[config.mk]
export PLATFORM = sky130hd
export DESIGN_NAME = cache_miss_engine
export DESIGN_NICKNAME = d
export VERILOG_FILES = /design/src/rtl/cache_miss_engine.sv
export SDC_FILE = /design/constraint.sdc
export NUM_CORES = 1
export LEC_CHECK = 0
export ABC_AREA = 1
export CORE_AREA = 2 2 253 255
export CTS_CLUSTER_SIZE = 8
export DETAILED_ROUTE_END_ITERATION = 8
export DIE_AREA = 0 0 255 257
export DONT_BUFFER_PORTS = 1
export PLACE_DENSITY = 0.39
export SYNTH_ARGS = -nofsm -noshare
export SYNTH_HDL_FRONTEND = slang
export SYNTH_SLANG_ARGS = --single-unit
[constraint.sdc]
create_clock -name clk -period 2.1 [get_ports clk]
set_clock_uncertainty 0.1 [all_clocks]
set_input_delay 0.63 -clock clk [delete_from_list [all_inputs] [get_ports clk]]
set_output_delay 0.63 -clock clk [all_outputs]
set_load 0.01 [all_outputs]
[src/rtl/cache_miss_engine.sv]
// Cache miss engine: optional dirty-victim writeback, then block refill over the memory protocol.
// Optional statistics counters are enabled by defining MISS_ENGINE_STATS_EN.

package cache_structs_def;
    localparam int unsigned ADDR_WIDTH   = 32;
    localparam int unsigned BLOCK_SIZE   = 16;
    localparam int unsigned OFFSET_WIDTH = $clog2(BLOCK_SIZE);

    typedef struct packed {
        logic                    cs;
        logic                    rw;
        logic [ADDR_WIDTH-1:0]   addr;
        logic [BLOCK_SIZE*8-1:0] data;
    } memory_request_t;

    typedef struct packed {
        logic                    ack;
        logic [BLOCK_SIZE*8-1:0] data;
    } memory_response_t;
endpackage

module cache_miss_engine
    import cache_structs_def::*;
#(
    parameter int unsigned ACK_TIMEOUT = 1023
`ifdef MISS_ENGINE_STATS_EN
    ,
    parameter int unsigned STAT_WIDTH  = 16
`endif
) (
    input  logic                    clk,
    input  logic                    rst,
    input  logic                    req_valid,
    output logic                    req_ready,
    input  logic [ADDR_WIDTH-1:0]   req_addr,
    input  logic                    req_wb,
    input  logic [ADDR_WIDTH-1:0]   wb_addr,
    input  logic [BLOCK_SIZE*8-1:0] wb_data,
    output logic                    fill_valid,
    output logic [ADDR_WIDTH-1:0]   fill_addr,
    output logic [BLOCK_SIZE*8-1:0] fill_data,
    output logic                    fill_err,
    output memory_request_t         mem_req,
    input  memory_response_t        mem_res
`ifdef MISS_ENGINE_STATS_EN
    ,
    output logic [STAT_WIDTH-1:0]   stat_miss,
    output logic [STAT_WIDTH-1:0]   stat_wb
`endif
);

    localparam int unsigned BlkW = BLOCK_SIZE * 8;
    localparam int unsigned CntW = $clog2(ACK_TIMEOUT + 1);
    localparam logic [ADDR_WIDTH-1:0] AlignMask =
        ~((ADDR_WIDTH'(1) << OFFSET_WIDTH) - ADDR_WIDTH'(1));

    typedef enum logic [2:0] {StIdle, StWbReq, StWbGap, StRdReq, StRdGap, StFill} state_e;

    state_e                state_q, state_d;
    logic [ADDR_WIDTH-1:0] miss_addr_q, miss_addr_d;
    logic                  err_q, err_d;
    logic [CntW-1:0]       cnt_q, cnt_d;
    memory_request_t       mem_req_q, mem_req_d;
    logic [ADDR_WIDTH-1:0] fill_addr_q, fill_addr_d;
    logic [BlkW-1:0]       fill_data_q, fill_data_d;
    logic                  timeout;

    assign timeout = (cnt_q == CntW'(ACK_TIMEOUT - 1));

    // mem_req is loaded on the transition so cs rises the cycle after accept
    // and falls the cycle after ack is sampled.
    always_comb begin
        state_d     = state_q;
        miss_addr_d = miss_addr_q;
        err_d       = err_q;
        cnt_d       = cnt_q;
        mem_req_d   = mem_req_q;
        fill_addr_d = fill_addr_q;
        fill_data_d = fill_data_q;
        unique case (state_q)
            StIdle: begin
                if (req_valid) begin
                    miss_addr_d = req_addr & AlignMask;
                    err_d       = 1'b0;
                    cnt_d       = '0;
                    if (req_wb) begin
                        state_d   = StWbReq;
                        mem_req_d = '{cs: 1'b1, rw: 1'b1, addr: wb_addr & AlignMask, data: wb_data};
                    end else begin
                        state_d   = StRdReq;
                        mem_req_d = '{cs: 1'b1, rw: 1'b0, addr: req_addr & AlignMask, data: '0};
                    end
                end
            end
            StWbReq: begin
                if (mem_res.ack) begin
                    state_d      = StWbGap;
                    mem_req_d.cs = 1'b0;
                end else if (timeout) begin
                    state_d      = StFill;
                    err_d        = 1'b1;
                    mem_req_d.cs = 1'b0;
                end else begin
                    cnt_d = cnt_q + CntW'(1);
                end
            end
            StWbGap: begin
                state_d   = StRdReq;
                cnt_d     = '0;
                mem_req_d = '{cs: 1'b1, rw: 1'b0, addr: miss_addr_q, data: '0};
            end
            StRdReq: begin
                if (mem_res.ack) begin
                    state_d      = StRdGap;
                    mem_req_d.cs = 1'b0;
                    fill_addr_d  = miss_addr_q;
                    fill_data_d  = mem_res.data;
                end else if (timeout) begin
                    state_d      = StFill;
                    err_d        = 1'b1;
                    mem_req_d.cs = 1'b0;
                end else begin
                    cnt_d = cnt_q + CntW'(1);
                end
            end
            StRdGap: state_d = StFill;
            StFill:  state_d = StIdle;
            default: state_d = StIdle;
        endcase
    end

    always_ff @(posedge clk) begin
        if (rst) begin
            state_q     <= StIdle;
            miss_addr_q <= '0;
            err_q       <= 1'b0;
            cnt_q       <= '0;
            mem_req_q   <= '0;
            fill_addr_q <= '0;
            fill_data_q <= '0;
        end else begin
            state_q     <= state_d;
            miss_addr_q <= miss_addr_d;
            err_q       <= err_d;
            cnt_q       <= cnt_d;
            mem_req_q   <= mem_req_d;
            fill_addr_q <= fill_addr_d;
            fill_data_q <= fill_data_d;
        end
    end

    assign req_ready  = (state_q == StIdle);
    assign fill_valid = (state_q == StFill);
    assign fill_err   = (state_q == StFill) && err_q;
    assign fill_addr  = fill_addr_q;
    assign fill_data  = fill_data_q;
    assign mem_req    = mem_req_q;

`ifdef MISS_ENGINE_STATS_EN
    logic [STAT_WIDTH-1:0] stat_miss_q, stat_wb_q;
    logic                  accept;

    assign accept = (state_q == StIdle) && req_valid;

    // Saturating counters.
    always_ff @(posedge clk) begin
        if (rst) begin
            stat_miss_q <= '0;
            stat_wb_q   <= '0;
        end else if (accept) begin
            if (~&stat_miss_q) stat_miss_q <= stat_miss_q + STAT_WIDTH'(1);
            if (req_wb && ~&stat_wb_q) stat_wb_q <= stat_wb_q + STAT_WIDTH'(1);
        end
    end

    assign stat_miss = stat_miss_q;
    assign stat_wb   = stat_wb_q;
`endif

endmodule

# After elaboration in Yosys (flattened, before gate mapping)
# Cells that the tools add are included.
# classes
add_sub_neg	1
eq_ne	11
mux	20
reduce_logical	12
# op_table
op	n
$pmux 161 s2	1
$mux 162	1
$mux 161	1
$mux 10	3
$pmux 10 s3	1
$pmux 3 s5	1
$mux 3	4
$add 10x1->10 const B	1
$eq 10x10->1 const B	1
$reduce_and 4->1	2
$eq 3x2->1 const B	2
$eq 3x3->1 const B	2
$ne 2x2->1 const B	3
$reduce_and 2->1	3
$mux 1	5
$reduce_bool 2->1	2
$eq 3x1->1 const B	1
$logic_not 3->1	1
$ne 3x1->1 const B	1
$pmux 1 s3	1
$reduce_and 3->1	1
$reduce_bool 3->1	1
$mux 2	1
$ne 2x1->1 const B	1
other kinds (3)	3
# word_totals
regBits	360
in_bits	325
out_inout_bits	325
elab_cells	54

# Depth between registers and ports, before layout
# Gate-level depths: netlist of the first run.
# depth
word_depth	4
ltp_mapped	11
mapped_depth_nobuf	10

# Least setup slack after synthesis of the first run
# No wires, ideal clock.
# synth_path
path_kind	input to register
startpoint	input req_wb
endpoint	register mem_req_q, in the netlist mem_req[0]
setup_time_ps	70
arrival_ps	1689
t_required_ps	1930
slack_ps	240
path_stages	6
n_path_buf	4
cell_sequence	clkbuf_1 buf_4 clkbuf_1 clkbuf_1 nand3_1 a21oi_1
# synth_via
elab_chain_len	3
# synth_lines
element	line	source
start, declared	36	input logic req_wb,
$mux 161	86	if (req_wb) begin
$mux 162	82	if (req_valid) begin
$pmux 161 s2	80	unique case (state_q)
end signal, assigned	146	mem_req_q <= mem_req_d;
end, declared	63	memory_request_t mem_req_q, mem_req_d;
# No other way between the ends. The select of a mux whose other input is x is not followed.
# A chain may end at the register's enable or synchronous reset.

# Worst setup path after layout of the first run
# layout_path
startpoint	register state_q[2]
endpoint	output fill_err
# layout_via
elab_chain_len	2
# layout_lines
element	line	source
start, declared	59	state_e state_q, state_d;
start signal, assigned	134	state_q <= StIdle;
start signal, assigned	142	state_q <= state_d;
$eq 3x3->1	154	assign fill_err = (state_q == StFill) && err_q;
$logic_and 1x1->1	154	
end, declared	42	output logic fill_err,
# No other way between the ends.

==> out/qor_table.md, run 1 <==
| Result | Reported | Unit |
|---|---|---|
| Post-route worst hold slack | 0.0411 | ns |
| CP endpoint kind | primary output | - |
| Die width | 255 | um |
| H-tree depth | 2 | - |
| Worst reg-to-reg path cell count | 10 | - |
| TritonCTS clock tree | done | - |
| Number of synthesized register bits | 356 | - |
| Number of buffers created by CTS | 51 | - |
| Met1 Routed Length | 18,200 | um |
| Beginning of the worst register-to-register path | state_q[1] | - |
| Detailed router's first-iteration violation count | 690 | - |
| CTS max path bufs | 3 | - |
| Arrival time of the worst setup path | 1.43 | ns |
| Comb pwr share | 8.3 | % |
| Sw frac | 25.9 | % |
| Clock root buffer master | sky130_fd_sc_hd__clkbuf_16 | - |
| Post-layout net count | 2,082 | - |
| Via count of the first global-routing pass | 11,400 | - |
| Detail Route Antenna Nets | 0 | - |
| Initial antenna violation count | 3 | - |
| Worst reg2reg path endpoint | fill_data[107] | - |
| Min-delay src | rst | - |
| Internal portion of total power | 12,000 | uW |
| Nature of the critical path startpoint | flip-flop | - |
| Routed length on met3 | 5400 | um |
| Reg clk slew, reported paths | 0.05 | ns |
| Worst-case setup margin in the final layout | -0.0634 | ns |
| Half-perimeter wire length of the detailed placement result | 33,900 | um |
| Count of cell types in the netlist | 28 | - |
| Remaining global-route overflow | 0 | - |
| Worst rel slew slack | 25.9 | % |
| Number of core rows | 92 | - |
| Required time worst endpoint | 1.37 | ns |
| Placeable Area | 62,700 | sq um |
| Total of endpoints with negative setup slack in the final report | 3 | - |
| Class of the most critical hold timing path | in2reg | - |
| Vertical die dimension | 257 | um |
| Maximum number of pins on one net before global-route repair | 159 | - |
| Reported net switching power | 4180 | uW |
| Placed inst area | 14,500 | sq um |
| Count of buffers from port buffering | 0 | - |
| Synthesis-to-finish area growth | 17.6 | % |
| Max Clock Freq | 462 | MHz |
| Hold Fails Final Rpt | 0 | - |
| Maximum fanout count along the critical path | 2 | - |
| GRT Overall Usage | 13.9 | % |
| Final routed wirelength across all metal layers | 49,000 | um |
| Worst supply voltage drop on vdd | 0.481 | mV |
| Average footprint of a synthesized cell | 7.60 | sq um |
| Total number of yosys warnings | 0 | - |
| Cell area after technology mapping | 13,600 | sq um |
| Total length of routed met2 wires | 23,400 | um |
| Post-DR vias/cell | 4.51 | - |
| Pre-Repair DR Iteration Count | 6 | - |
| Final critical delay including setup and external delays | 2.16 | ns |
| Share of cells above drive strength 1 | 7.50 | % |
| GP Congestion | 0.812 | - |
| Clock share of power | 45.6 | % |
| Initial cell density of the core | 21.7 | % |
| Critical path type | reg2out | - |
| IO Count | 650 | - |
| Area enclosed by the die boundary | 65,500 | sq um |
| Routed WL per cell | 18.8 | um |
| Remaining design rule violation count | 0 | - |
| Share of synthesized area occupied by flip-flops and latches | 52.5 | % |
| DR top layer | met5 | - |
| First-pass GRT wire length | 69,800 | um |
| Max Cap Violations | 0 | - |
| Number of clock sinks | 356 | - |
| Static Leakage | 0.00612 | uW |
| Pin slew with the least headroom to its limit | 1.11 | ns |
| Cell depth of the worst min-delay path | 1 | - |
| Setup slack on the worst flop-to-flop path | 0.16 | ns |
| WHS Endpoint | mem_req[1] | - |
| Filler cells | 6,909 | - |
| Post-route clock period utilization | 103 | % |
| Area of all placed cells without fillers | 16,000 | sq um |
| Failing checks | negative setup slack | - |
| Final instance count without filler cells | 2,609 | - |
| Dpl cells | 2,538 | - |
| Number of vias after detailed routing | 11,800 | - |
| RSZ-0062 raised after global routing | yes | - |
| Instance count of the mapped netlist | 1,788 | - |
| Run status | complete, but fails checks | - |
| Later-pin clock latency in the skew report | 0.58 | ns |
| Final-report max-slew violation count | 0 | - |
| Total power density per cell area | 1010 | nW/um^2 |
| Power share of the sequential group | 46.0 | % |
-- per-stage QoR --
step / setup WS (ns) / setup TNS (ns) / power, uW / util, %
global placement: 0.171 / 0 / 8850 / 23.0
global route: -0.159 / -0.384 / 16900 / 25.5
floorplan: 0.240 / 0 / 8500 / -
CTS: -0.127 / -0.290 / 16400 / 25.3
detailed placement: 0.125 / 0 / 8870 / 23.0
finish: -0.0634 / -0.119 / 16100 / 25.5
-- cells by family (layout without fill, tap and decap cells) --
kind of cell             after synthesis  count (layout)  share of synthesized area [%]
AO/OA/AOI/OAI                        450             450                           16.6
AND/OR/NAND/NOR                      775             775                           23.1
adder cells (fa/ha/maj)                2               2                          0.184
buffers and inverters                203             168                           7.52
flip-flops                           356             356                           52.5
XOR/XNOR                               1               1                         0.0645
other                                  1              11                         0.0276
-- state kept, by name (all words and copies together) (netlist names) --
signal / cells
cnt_q: 10
err_q: 1
fill_addr: 28
fill_data: 128
mem_req: 158
miss_addr_q: 28
state_q: 3
-- power by group through the flow --
stage	registers (uW)	logic, uW	clock network, uW
after CTS	7430	1330	7630
after detailed placement	7570	1300	0
final	7430	1340	7360
after global placement	7570	1280	0
after global routing	7460	1510	7930
after floorplan	7450	1050	0
-- cell usage after synthesis, drive strengths merged --
cell | n | share of area [%]
a211oi | 1 | 0.055
a21oi | 231 | 8.5
buf | 84 | 4.2
clkbuf | 65 | 1.8
clkinv | 1 | 0.028
conb | 1 | 0.028
dfxtp | 356 | 52
ha | 2 | 0.18
inv | 53 | 1.5
nand2 | 352 | 9.8
nand3 | 141 | 5.2
nand4 | 2 | 0.092
nor2 | 276 | 7.8
nor3 | 1 | 0.037
nor4 | 1 | 0.046
o21ai | 217 | 8.0
o21bai | 1 | 0.055
or2 | 2 | 0.092
xor2 | 1 | 0.064
-- cell type report --
class                           instances  area (sq um)  area share [%]
Multi-Input combinational cell       1236          5500            34.4
Sequential cell                       356          7140            44.7
Tap cell                              846          1060            6.63
Timing Repair Buffer                   56           706            4.42
Clock buffer                           53          1280            8.04
Clock inverter                          5          68.8           0.431
Inverter                               54           213            1.33
Antenna cell                            3          7.51          0.0470
-- repair_timing --
item,CTS,global route
gates resized for setup,14,1
gates cloned,0,1
hold buffers,3,1
setup buffers,3,3
pin swaps,2,3
endpoints found under the hold margin,22,1
endpoints found under the setup margin,2,33
-- layout by cell type (no fill, tap or decap), types with 2 or more instances in the layout --
cell type                       instances
sky130_fd_sc_hd__or2_2                  2
sky130_fd_sc_hd__dlygate4sd3_1          4
sky130_fd_sc_hd__o21ai_0              192
sky130_fd_sc_hd__nor2_4                 4
sky130_fd_sc_hd__dfxtp_1              353
sky130_fd_sc_hd__clkbuf_1               2
sky130_fd_sc_hd__dfxtp_4                2
sky130_fd_sc_hd__nand2_1              348
sky130_fd_sc_hd__nand4_1                2
sky130_fd_sc_hd__clkinv_2               2
sky130_fd_sc_hd__inv_4                  2
sky130_fd_sc_hd__inv_2                  6
sky130_fd_sc_hd__nor2_1               272
sky130_fd_sc_hd__buf_6                  2
sky130_fd_sc_hd__a21oi_1              231
sky130_fd_sc_hd__nand2_2                3
sky130_fd_sc_hd__nand3_1              141
sky130_fd_sc_hd__conb_1                 8
sky130_fd_sc_hd__ha_1                   2
sky130_fd_sc_hd__buf_4                 29
sky130_fd_sc_hd__inv_1                 45
sky130_fd_sc_hd__buf_12                20
sky130_fd_sc_hd__diode_2                3
sky130_fd_sc_hd__o21ai_1               25
sky130_fd_sc_hd__clkbuf_16             52
-- how the worst max path moves through the flow --
stage / slack, ns / depth (start not counted) / to / start
2_1_floorplan: 0.24 / 6 / mem_req[0] / req_wb
3_3_place_gp: 0.17 / 7 / fill_data[107] / mem_res[128]
3_5_place_dp: 0.12 / 7 / fill_data[107] / mem_res[128]
4_1_cts: -0.13 / 3 / fill_err / state_q[2]
5_1_grt: -0.16 / 3 / fill_err / state_q[2]
6_report: -0.06 / 3 / fill_err / state_q[2]
-- per-layer routing --
layer  GRT usage, %  vias to the layer above
met5              0                        -
met4           6.17                        2
met3           5.81                      106
met2           24.1                      555
met1           14.5                     5361
li1               -                     5749
-- worst max-delay path: stages, from the launching register on --
cell                       delay (ns)
sky130_fd_sc_hd__dfxtp_4         0.36
sky130_fd_sc_hd__clkinv_4        0.05
sky130_fd_sc_hd__nor4_4          0.28
sky130_fd_sc_hd__buf_4           0.18
(Power assumes the default switching activity.)
==> inputs of run 2 (changes only) <==
--- a/config.mk
+++ b/config.mk
@@ -11,6 +11,7 @@
 export DETAILED_ROUTE_END_ITERATION = 8
 export DIE_AREA = 0 0 255 257
 export DONT_BUFFER_PORTS = 1
+export HOLD_SLACK_MARGIN = 0.12
 export PLACE_DENSITY = 0.39
 export SYNTH_ARGS = -nofsm -noshare
 export SYNTH_HDL_FRONTEND = slang
==> run 2 against run 1 <==
  * The run still ends with negative setup slack left
  * Critical path depth unchanged
  * Setup slack worse by 0.0098 ns
  * Register-to-register slack about the same
  * Count of clock-buffer cells in the layout unchanged
  * Final area up 8.6%
  * Worst hold slack worse by 0.012 ns
  * Largest power group unchanged
==> out/qor_table.md, run 2 (synthesis gave the netlist of run 1 again) <==
| Result | Reported | Unit |
|---|---|---|
| Half-perimeter wire length of the detailed placement result | 33,900 | um |
| Clock root buffer master | sky130_fd_sc_hd__clkbuf_16 | - |
| Run status | complete, but fails checks | - |
| Via count of the first global-routing pass | 12,100 | - |
| Initial cell density of the core | 21.7 | % |
| Met3 Usage GRT | 5.23 | % |
| Filler cells | 6,773 | - |
| Arrival time of the worst setup path | 1.44 | ns |
| Worst-case setup margin in the final layout | -0.0732 | ns |
| Required time worst endpoint | 1.37 | ns |
| IO Count | 650 | - |
| GP Congestion | 0.812 | - |
| Detail Route Antenna Nets | 0 | - |
| Area enclosed by the die boundary | 65,500 | sq um |
| Number of core rows | 92 | - |
| Met2 capacity usage during global routing | 25.2 | % |
| Number of flip-flops under the largest register name | 158 | - |
| GRT Overall Usage | 14.1 | % |
| Post-route worst hold slack | 0.0288 | ns |
| Number of clock sinks | 356 | - |
| Static Leakage | 0.00669 | uW |
| Final-report max-slew violation count | 0 | - |
| Worst supply voltage drop on vdd | 0.497 | mV |
| Post-DR vias/cell | 4.47 | - |
| Max Cap Violations | 0 | - |
| Final cell utilization of the core | 27.7 | % |
| Count of hold-fix buffers inserted at cts | 141 | - |
| Top Usage Layer GRT | met2 | - |
| Synthesis-to-finish area growth | 27.7 | % |
| Vertical die dimension | 257 | um |
| Remaining global-route overflow | 0 | - |
| Critical path type | reg2out | - |
| TritonCTS clock tree | done | - |
| Class of the most critical hold timing path | in2reg | - |
| Die width | 255 | um |
| First-pass GRT wire length | 71,900 | um |
| Most common library cell in the layout ignoring fill and taps | sky130_fd_sc_hd__dfxtp_1 | - |
| Reg clk slew, reported paths | 0.05 | ns |
| H-tree depth | 2 | - |
| Setup TNS | -0.134 | ns |
| Maximum number of pins on one net before global-route repair | 171 | - |
| Number of vias after detailed routing | 12,300 | - |
| Later-pin clock latency in the skew report | 0.58 | ns |
| Final routed wirelength across all metal layers | 49,600 | um |
| Remaining design rule violation count | 0 | - |
| Initial antenna violation count | 2 | - |
| Share of cells above drive strength 1 | 7.07 | % |
| CTS max path bufs | 3 | - |
| Nature of the critical path startpoint | flip-flop | - |
| Max Clock Freq | 460 | MHz |
| Placeable Area | 62,700 | sq um |
| Post-layout net count | 2,218 | - |
| Hold Fails Final Rpt | 0 | - |
| Final critical delay including setup and external delays | 2.17 | ns |
| Failing checks | negative setup slack | - |
| Count of buffers from port buffering | 0 | - |
| CP endpoint kind | primary output | - |
| Total of endpoints with negative setup slack in the final report | 3 | - |
| Detailed router's first-iteration violation count | 654 | - |
| Post-route clock period utilization | 103 | % |
| Total power density per cell area | 942 | nW/um^2 |
| Routed WL per cell | 18.1 | um |
| RSZ-0062 raised after global routing | yes | - |
| Commonest cells after routing, fill and taps aside | sky130_fd_sc_hd__dfxtp_1, sky130_fd_sc_hd__nand2_1, sky130_fd_sc_hd__nor2_1, sky130_fd_sc_hd__a21oi_1, sky130_fd_sc_hd__o21ai_0 | - |
| Maximum fanout count along the critical path | 2 | - |
| Pre-Repair DR Iteration Count | 5 | - |
| Met1 usage in global routing | 15.0 | % |
| Setup slack at placement | 0.125 | ns |
| Number of buffers created by CTS | 51 | - |
[run 2: cell count changes in the layout (fill, tap and decap cells not counted), sizes merged]
| cell | before | now |
|---|---|---|
| dlygate4sd3 | 4 | 141 |
| diode | 3 | 2 |
| buf | 51 | 50 |
[run 2: through the flow]
| stage | cell area [sq um] | std cells | total power (uW) |
|---|---|---|---|
| 4_1_cts | 17300 | 2739 | 16600 |
| 2_1_floorplan | 13600 | 1795 | 8500 |
| 3_5_place_dp | 14500 | 2538 | 8870 |
| 6_report | 17300 | 2744 | 16300 |
| 3_3_place_gp | 14500 | 2538 | 8850 |
| 5_1_grt | 17300 | 2742 | 17100 |
[run 2: metal layers]
layer  vias up  part of all wire (%)
met5         -                 0.018
met4         2                   3.1
met3        88                   9.9
met2       542                    49
met1      5604                    38
li1       6021                     -
[run 2: worst max-delay path, cell delays in order (launching register included)]
cell,delay (ns)
sky130_fd_sc_hd__dfxtp_4,0.36
sky130_fd_sc_hd__clkinv_4,0.05
sky130_fd_sc_hd__nor4_4,0.29
sky130_fd_sc_hd__buf_4,0.18
[run 2: area by class of cell]
type / count / area (sq um) / area share [%]
Sequential cell: 356 / 7140 / 41.1
Multi-Input combinational cell: 1236 / 5510 / 31.7
Timing Repair Buffer: 192 / 2080 / 12.0
Clock buffer: 53 / 1280 / 7.40
Tap cell: 846 / 1060 / 6.10
Inverter: 54 / 213 / 1.23
Clock inverter: 5 / 68.8 / 0.397
Antenna cell: 2 / 5.00 / 0.0288
[run 2: worst paths after layout]
path                            cells past startpoint            start  slack (ns)             to
worst max-delay path                                3       state_q[2]       -0.07       fill_err
worst min-delay path                                1              rst        0.03       cnt_q[1]
worst max register to register                     10       state_q[1]        0.15  fill_data[69]
worst min register to register                      2  miss_addr_q[18]        0.37  fill_addr[18]
[run 2: repair_timing]
action | in CTS | in global routing
pin swaps | 2 | 3
cloned | 0 | 1
endpoints found under the hold margin | 309 | 168
gates resized for setup | 14 | 5
setup endpoints to repair | 2 | 34
buffers inserted | 3 | 2
[run 2: where the power goes]
part | switching, uW | internal, uW
sequential | 347 | 7080
combinational | 896 | 648
clock | 2980 | 4390
